### src/rtl/fetch_pkg.sv
// Shared types and constants for the instruction-fetch front end.
package fetch_pkg;

    localparam int INSTR_W      = 32;
    localparam int PC_STEP      = 4;
    localparam int XLEN_DEFAULT = 32;

    typedef struct packed {
        logic [XLEN_DEFAULT-1:0] pc;
        logic [INSTR_W-1:0]      instr;
    } fetch_entry_t;

    // Width able to hold 0..depth inclusive.
    function automatic int cnt_w(input int depth);
        return $clog2(depth + 1);
    endfunction

endpackage

### src/rtl/fetch_fifo.sv
// First-word-fall-through prefetch queue; when empty the head holds the last entry
// that left the queue so decode sees stable values.
module fetch_fifo
    import fetch_pkg::*;
#(
    parameter int  DEPTH   = 4,
    parameter type entry_t = fetch_entry_t
) (
    input  logic                    clk,
    input  logic                    reset,
    input  logic                    push_i,
    input  entry_t                  push_data_i,
    input  logic                    pop_i,
    input  logic                    clear_i,
    output entry_t                  head_o,
    output logic                    head_valid_o,
    output logic [cnt_w(DEPTH)-1:0] count_o
);

    localparam int AW = $clog2(DEPTH);
    localparam int CW = cnt_w(DEPTH);

    entry_t        mem_q [DEPTH];
    entry_t        hold_q, hold_d;
    logic [AW-1:0] rd_ptr_q, rd_ptr_d;
    logic [AW-1:0] wr_ptr_q, wr_ptr_d;
    logic [CW-1:0] count_q, count_d;
    logic          empty, full, do_push, do_pop;

    assign empty   = (count_q == '0);
    assign full    = (count_q == CW'(DEPTH));
    assign do_pop  = pop_i && !empty && !clear_i;
    assign do_push = push_i && !clear_i && (!full || do_pop);

    always_comb begin
        rd_ptr_d = rd_ptr_q;
        wr_ptr_d = wr_ptr_q;
        count_d  = count_q;
        hold_d   = hold_q;
        if (clear_i) begin
            rd_ptr_d = '0;
            wr_ptr_d = '0;
            count_d  = '0;
            if (!empty) begin
                hold_d = mem_q[rd_ptr_q];
            end
        end else begin
            if (do_pop) begin
                rd_ptr_d = rd_ptr_q + AW'(1);
                hold_d   = mem_q[rd_ptr_q];
            end
            if (do_push) begin
                wr_ptr_d = wr_ptr_q + AW'(1);
            end
            count_d = count_q + CW'(do_push) - CW'(do_pop);
        end
    end

    always_ff @(posedge clk or posedge reset) begin
        if (reset) begin
            rd_ptr_q <= '0;
            wr_ptr_q <= '0;
            count_q  <= '0;
            hold_q   <= '0;
        end else begin
            rd_ptr_q <= rd_ptr_d;
            wr_ptr_q <= wr_ptr_d;
            count_q  <= count_d;
            hold_q   <= hold_d;
        end
    end

    // Storage needs no reset: it is only visible through a non-empty head.
    always_ff @(posedge clk) begin
        if (do_push) begin
            mem_q[wr_ptr_q] <= push_data_i;
        end
    end

    assign head_o       = empty ? hold_q : mem_q[rd_ptr_q];
    assign head_valid_o = !empty;
    assign count_o      = count_q;

endmodule

### src/rtl/fetch_unit.sv
// Fetch front end: owns the fetch PC, issues credit-limited in-order requests,
// tags responses with their PC and discards responses orphaned by a redirect.
module fetch_unit
    import fetch_pkg::*;
#(
    parameter int              XLEN     = 32,
    parameter int              DEPTH    = 4,
    parameter logic [XLEN-1:0] RESET_PC = '0
) (
    input  logic               clk,
    input  logic               reset,
    output logic               imem_req_valid,
    input  logic               imem_req_ready,
    output logic [XLEN-1:0]    imem_req_addr,
    input  logic               imem_resp_valid,
    input  logic [INSTR_W-1:0] imem_resp_data,
    input  logic               redirect,
    input  logic [XLEN-1:0]    redirect_pc,
    output logic               instr_valid,
    input  logic               instr_ready,
    output logic [INSTR_W-1:0] instr,
    output logic [XLEN-1:0]    instr_pc
);

    localparam int CW = cnt_w(DEPTH);

    typedef struct packed {
        logic [XLEN-1:0]    pc;
        logic [INSTR_W-1:0] instr;
    } entry_t;

    logic [XLEN-1:0] fetch_pc_q, fetch_pc_d;
    logic [XLEN-1:0] resp_pc_q, resp_pc_d;
    logic [XLEN-1:0] target;
    logic [CW-1:0]   outst_q, outst_d;
    logic [CW-1:0]   drop_q, drop_d;
    logic [CW-1:0]   count;
    logic [CW:0]     in_use;
    logic            req_fire, resp_fire, push, pop, q_valid;
    entry_t          push_entry, head;

    assign target = {redirect_pc[XLEN-1:2], 2'b00};

    // Queued plus outstanding words never exceed DEPTH, so a push always finds room.
    assign in_use         = {1'b0, count} + {1'b0, outst_q};
    assign imem_req_valid = !reset && !redirect && (in_use < (CW+1)'(DEPTH));
    assign imem_req_addr  = fetch_pc_q;

    assign req_fire   = imem_req_valid && imem_req_ready;
    assign resp_fire  = imem_resp_valid && (outst_q != '0);
    assign push       = resp_fire && !redirect && (drop_q == '0);
    assign pop        = q_valid && instr_ready && !redirect;
    assign push_entry = {resp_pc_q, imem_resp_data};

    always_comb begin
        fetch_pc_d = fetch_pc_q;
        resp_pc_d  = resp_pc_q;
        drop_d     = drop_q;
        outst_d    = outst_q + CW'(req_fire) - CW'(resp_fire);
        if (redirect) begin
            fetch_pc_d = target;
            resp_pc_d  = target;
            // A response arriving alongside the redirect is already gone.
            drop_d     = outst_q - CW'(resp_fire);
        end else begin
            if (req_fire) begin
                fetch_pc_d = fetch_pc_q + XLEN'(PC_STEP);
            end
            if (resp_fire) begin
                if (drop_q != '0) begin
                    drop_d = drop_q - CW'(1);
                end else begin
                    resp_pc_d = resp_pc_q + XLEN'(PC_STEP);
                end
            end
        end
    end

    always_ff @(posedge clk or posedge reset) begin
        if (reset) begin
            fetch_pc_q <= RESET_PC;
            resp_pc_q  <= RESET_PC;
            outst_q    <= '0;
            drop_q     <= '0;
        end else begin
            fetch_pc_q <= fetch_pc_d;
            resp_pc_q  <= resp_pc_d;
            outst_q    <= outst_d;
            drop_q     <= drop_d;
        end
    end

    fetch_fifo #(
        .DEPTH   (DEPTH),
        .entry_t (entry_t)
    ) u_fifo (
        .clk          (clk),
        .reset        (reset),
        .push_i       (push),
        .push_data_i  (push_entry),
        .pop_i        (pop),
        .clear_i      (redirect),
        .head_o       (head),
        .head_valid_o (q_valid),
        .count_o      (count)
    );

    assign instr_valid = q_valid && !redirect;
    assign instr       = head.instr;
    assign instr_pc    = head.pc;

endmodule

### config.mk
export PLATFORM = sky130hd
export DESIGN_NAME = fetch_unit
export DESIGN_NICKNAME = d
export VERILOG_FILES = /design/src/rtl/fetch_pkg.sv /design/src/rtl/fetch_fifo.sv /design/src/rtl/fetch_unit.sv
export SDC_FILE = /design/constraint.sdc
export NUM_CORES = 1
export LEC_CHECK = 0
export BUFFER_PORTS_ARGS = -buffer_cell sky130_fd_sc_hd__buf_2
export CELL_PAD_IN_SITES_DETAIL_PLACEMENT = 0
export CELL_PAD_IN_SITES_GLOBAL_PLACEMENT = 1
export CORE_MARGIN = 2
export CORE_UTILIZATION = 25
export DETAILED_ROUTE_END_ITERATION = 12
export GPL_ROUTABILITY_DRIVEN = 0
export PLACE_DENSITY = 0.46
export SYNTH_ARGS = -nofsm -noshare
export SYNTH_HDL_FRONTEND = slang
export SYNTH_SLANG_ARGS = --single-unit
### constraint.sdc
create_clock -name clk -period 5.5 [get_ports clk]
set_clock_uncertainty 0.2 [all_clocks]
set_input_delay 1.1 -clock clk [delete_from_list [all_inputs] [get_ports clk]]
set_output_delay 1.1 -clock clk [all_outputs]
set_load 0.05 [all_outputs]
==> impl_metrics.py <==
metrics = {
    "finish": {
        "final_area_sq_um": 19730,
        "fin_nets": 1401,
        "fin_cells": 2207,
        "fill_cells": 6463,
        "drive_above_1_share_pct": 29.26,
        "postLayoutCoreUtil_pct": 30.66,
        "syn_to_final_growth_pct": 21.31,
        "regArea_sq_um": 10880,
        "multi_input_area_sq_um": 5107,
    },
    "detailed_routing": {
        "viasPerCell": 4.442,
        "drc": 0,
        "routed_wl_um": 42040,
        "antenna_left": 0,
        "vias": 9804,
        "avgRoutedWirePerCell_um": 19.05,
        "first_pass_iters": 5,
        "drt_iter0_drc": 474,
    },
    "worst_setup_path": {
        "crit_type": "reg2out",
        "ff2ff_setup_slack_ps": 1960,
        "arrival_ps": 2860,
        "r2r-end": "outst_q[2]",
        "reg2regPathDepth": 11,
        "critical_path.endpoint_type": "primary output",
        "cp.required_ps": 4200,
        "cp_max_fo": 34,
        "cp-start-kind": "register",
        "r2r-start": "outst_q[2]",
    },
    "floorplan": {
        "die_h_um": 259.1,
        "rows": 93,
        "io_pins": 168,
        "core_area_sq_um": 64350,
        "dieWidth_um": 259.1,
        "die-area_sq_um": 67120,
        "initial_core_util_pct": 25.28,
    },
    "synth": {
        "yosys.area.top_type": "edfxtp_1",
        "yosys_warnings": 0,
        "syn_avg_cell_area_sq_um": 14.33,
        "synth_flop_cell": "edfxtp_1",
        "synth.cell_area_sq_um": 16270,
        "synthArstFlopShare_pct": 35.58,
        "synth_edf_count": 248,
        "synthTopCellsByArea": "edfxtp_1 (46%), dfrtp_1 (21%), mux4_2 (8.6%), nand2_1 (5.8%), mux2_2 (4.6%)",
        "ys_ff_latch": 385,
        "synthCells": 1135,
        "synth_top_cell_area_share_pct": 45.78,
        "synthDistinctLibCells": 47,
        "synth_seq_area_share_pct": 66.86,
    },
    "sta": {
        "tns_ps": 0,
        "setup_viol": 0,
        "finalHoldViolCount": 0,
        "slew_headroom_pct": 28.44,
        "worst_slack_ps": 1342,
        "worstMarginPinSlew_ps": 1069,
        "clock.fmax_mhz": 240.5,
        "rsz0062_at_grt": "false",
        "whs_ps": 281.6,
        "period_minus_slack_ps": 4158,
        "slew_violations": 0,
        "fin_crit_sh_pct": 75.60,
    },
    "power_and_ir_drop": {
        "p_per_area_nw_per_um2": 574.5,
        "seqPwrFrac_pct": 33.8,
        "p_clk_share_pct": 27.0,
        "p_sw_share_pct": 41.29,
        "pwr-share-comb_pct": 39.1,
        "p_total_mw": 11.34,
        "power.switching_mw": 4.681,
        "intPower_mw": 6.655,
        "ir_drop_mv": 0.3370,
        "p_leak_nw": 7.396,
    },
    "placed_design": {
        "place_hpwl_um": 25710,
        "placed_cell_area_sq_um": 18210,
        "io_buffer_count": 163,
        "place_ws_ps": 1434,
        "place_inst": 2120,
    },
    "clock_network": {
        "cts.sinks": 385,
        "clk_pin_slew_ps": 60,
        "numCtsBuffers": 46,
        "postCtsSetupRepairBufs": 0,
        "htreeDepth": 2,
        "insertion_delay_ps": 570,
        "ctsRootBufferMaster": "clkbuf_16",
        "cts_tree": "built",
        "hold_buffers": 0,
        "cts_resized": 0,
        "clock_tree.buffer_depth": 3,
    },
    "hold_path": {
        "worstHoldStart": "u_fifo.hold_q[32]",
        "min_path_type": "reg2reg",
        "hold_end": "u_fifo.hold_q[32]",
        "whs_path_depth": 1,
    },
    "global_routing": {
        "track_usage_pct": 12.69,
        "grt_pass1_vias": 10050,
        "antenna_found_initial": 2,
        "grt_max_degree": 92,
        "overflow": 0,
        "grt_pass1_wl_um": 64250,
    },
    "flow_run": {
        "max_cap_viol_count": 0,
    },
    "status": {
        "status": "finished, final reports clean",
    },
}
synth_stat cells (all sizes together) (4+ instances only):
library cell  number
a21oi              8
a31oi              4
and2              17
and3              11
buf               19
clkbuf            38
dfrtp            137
edfxtp           248
ha                16
inv               20
mux2              67
mux4              62
nand2            250
nand3             36
nand4             30
nor2              23
nor3               8
o211ai            19
o21ai             41
o311ai             9
or3                5
xnor2             11
xor2              25
placed cells by master (no fill, tap or decap), types with 6 or more instances in the layout:
cell       count
buf_2        163
ha_1          16
inv_1         19
nand4_1       30
mux4_2        62
mux2_2        67
a21oi_1        8
buf_12         6
edfxtp_1     248
o311ai_0       8
nand3_1       36
clkbuf_1      15
nand2_1      250
o21ai_0       40
dfrtp_1      135
buf_4         17
xor2_1        25
clkbuf_16     49
and2_1        13
nor2_1        23
xnor2_1       11
o211ai_1      19
nor3_1         7
clkinv_2       6
clkbuf_8       6
and3_1        11
metal layers:
metal | routed length (um) | global-route usage (%)
met1 | 19300 | 17.49
met2 | 19750 | 20.24
met3 | 2167 | 2.851
met4 | 808 | 3.099
met5 | 13 | 0
cell families after synthesis:
family | after synthesis | synth area share (%)
flip-flops | 385 | 66.86
XOR/XNOR | 36 | 1.938
multiplexers | 131 | 13.35
AND/OR/NAND/NOR | 397 | 11.00
buffers and inverters | 78 | 1.931
adder cells (fa/ha/maj) | 18 | 1.477
other | 1 | 0.02305
AO/OA/AOI/OAI | 89 | 3.423
worst max-delay path by stage:
stage / start / endpoint / slack (ps)
after floorplan: reset / drop_q[0] / 530
after detailed placement: redirect / outst_q[2] / 1430
final: u_fifo.rd_ptr_q[0] / instr[28] / 1340
after CTS: u_fifo.rd_ptr_q[0] / instr[28] / 1200
after global routing: u_fifo.rd_ptr_q[0] / instr[28] / 1110
after global placement: redirect / outst_q[2] / 1400
critical path, cell delays in order (launching register included):
cell     delay [ps]
dfrtp_4         930
buf_4           410
mux4_2          560
nand2_1          80
nand2_1          90
buf_2           220
state kept, by name (all words and copies together), names as in the netlist:
register         flops
u_fifo.count_o       3
u_fifo.wr_ptr_q      2
outst_q              3
u_fifo.mem_q       248
drop_q               3
resp_pc_q           30
imem_req_addr       30
u_fifo.rd_ptr_q      2
u_fifo.hold_q       64
area by class of cell:
class                   instances  area share [%]
clock inverters                15          0.7926
inverters                      21          0.4249
diodes                          2         0.02536
well taps                     855           5.422
clock buffers                  70           6.918
multi-input cells             673           25.88
repair buffers                186           5.390
flip-flops and latches        385           55.14
power groups by stage:
stage | clock, mW | sequential, mW | combinational (mW)
6_report | 3.07 | 3.83 | 4.44
2_1_floorplan | 0 | 3.84 | 3.36
5_1_grt | 3.29 | 3.91 | 4.81
3_3_place_gp | 0 | 3.88 | 4.53
3_5_place_dp | 0 | 3.90 | 4.55
4_1_cts | 3.18 | 3.84 | 4.56
Power figures use the tool's default switching activity.
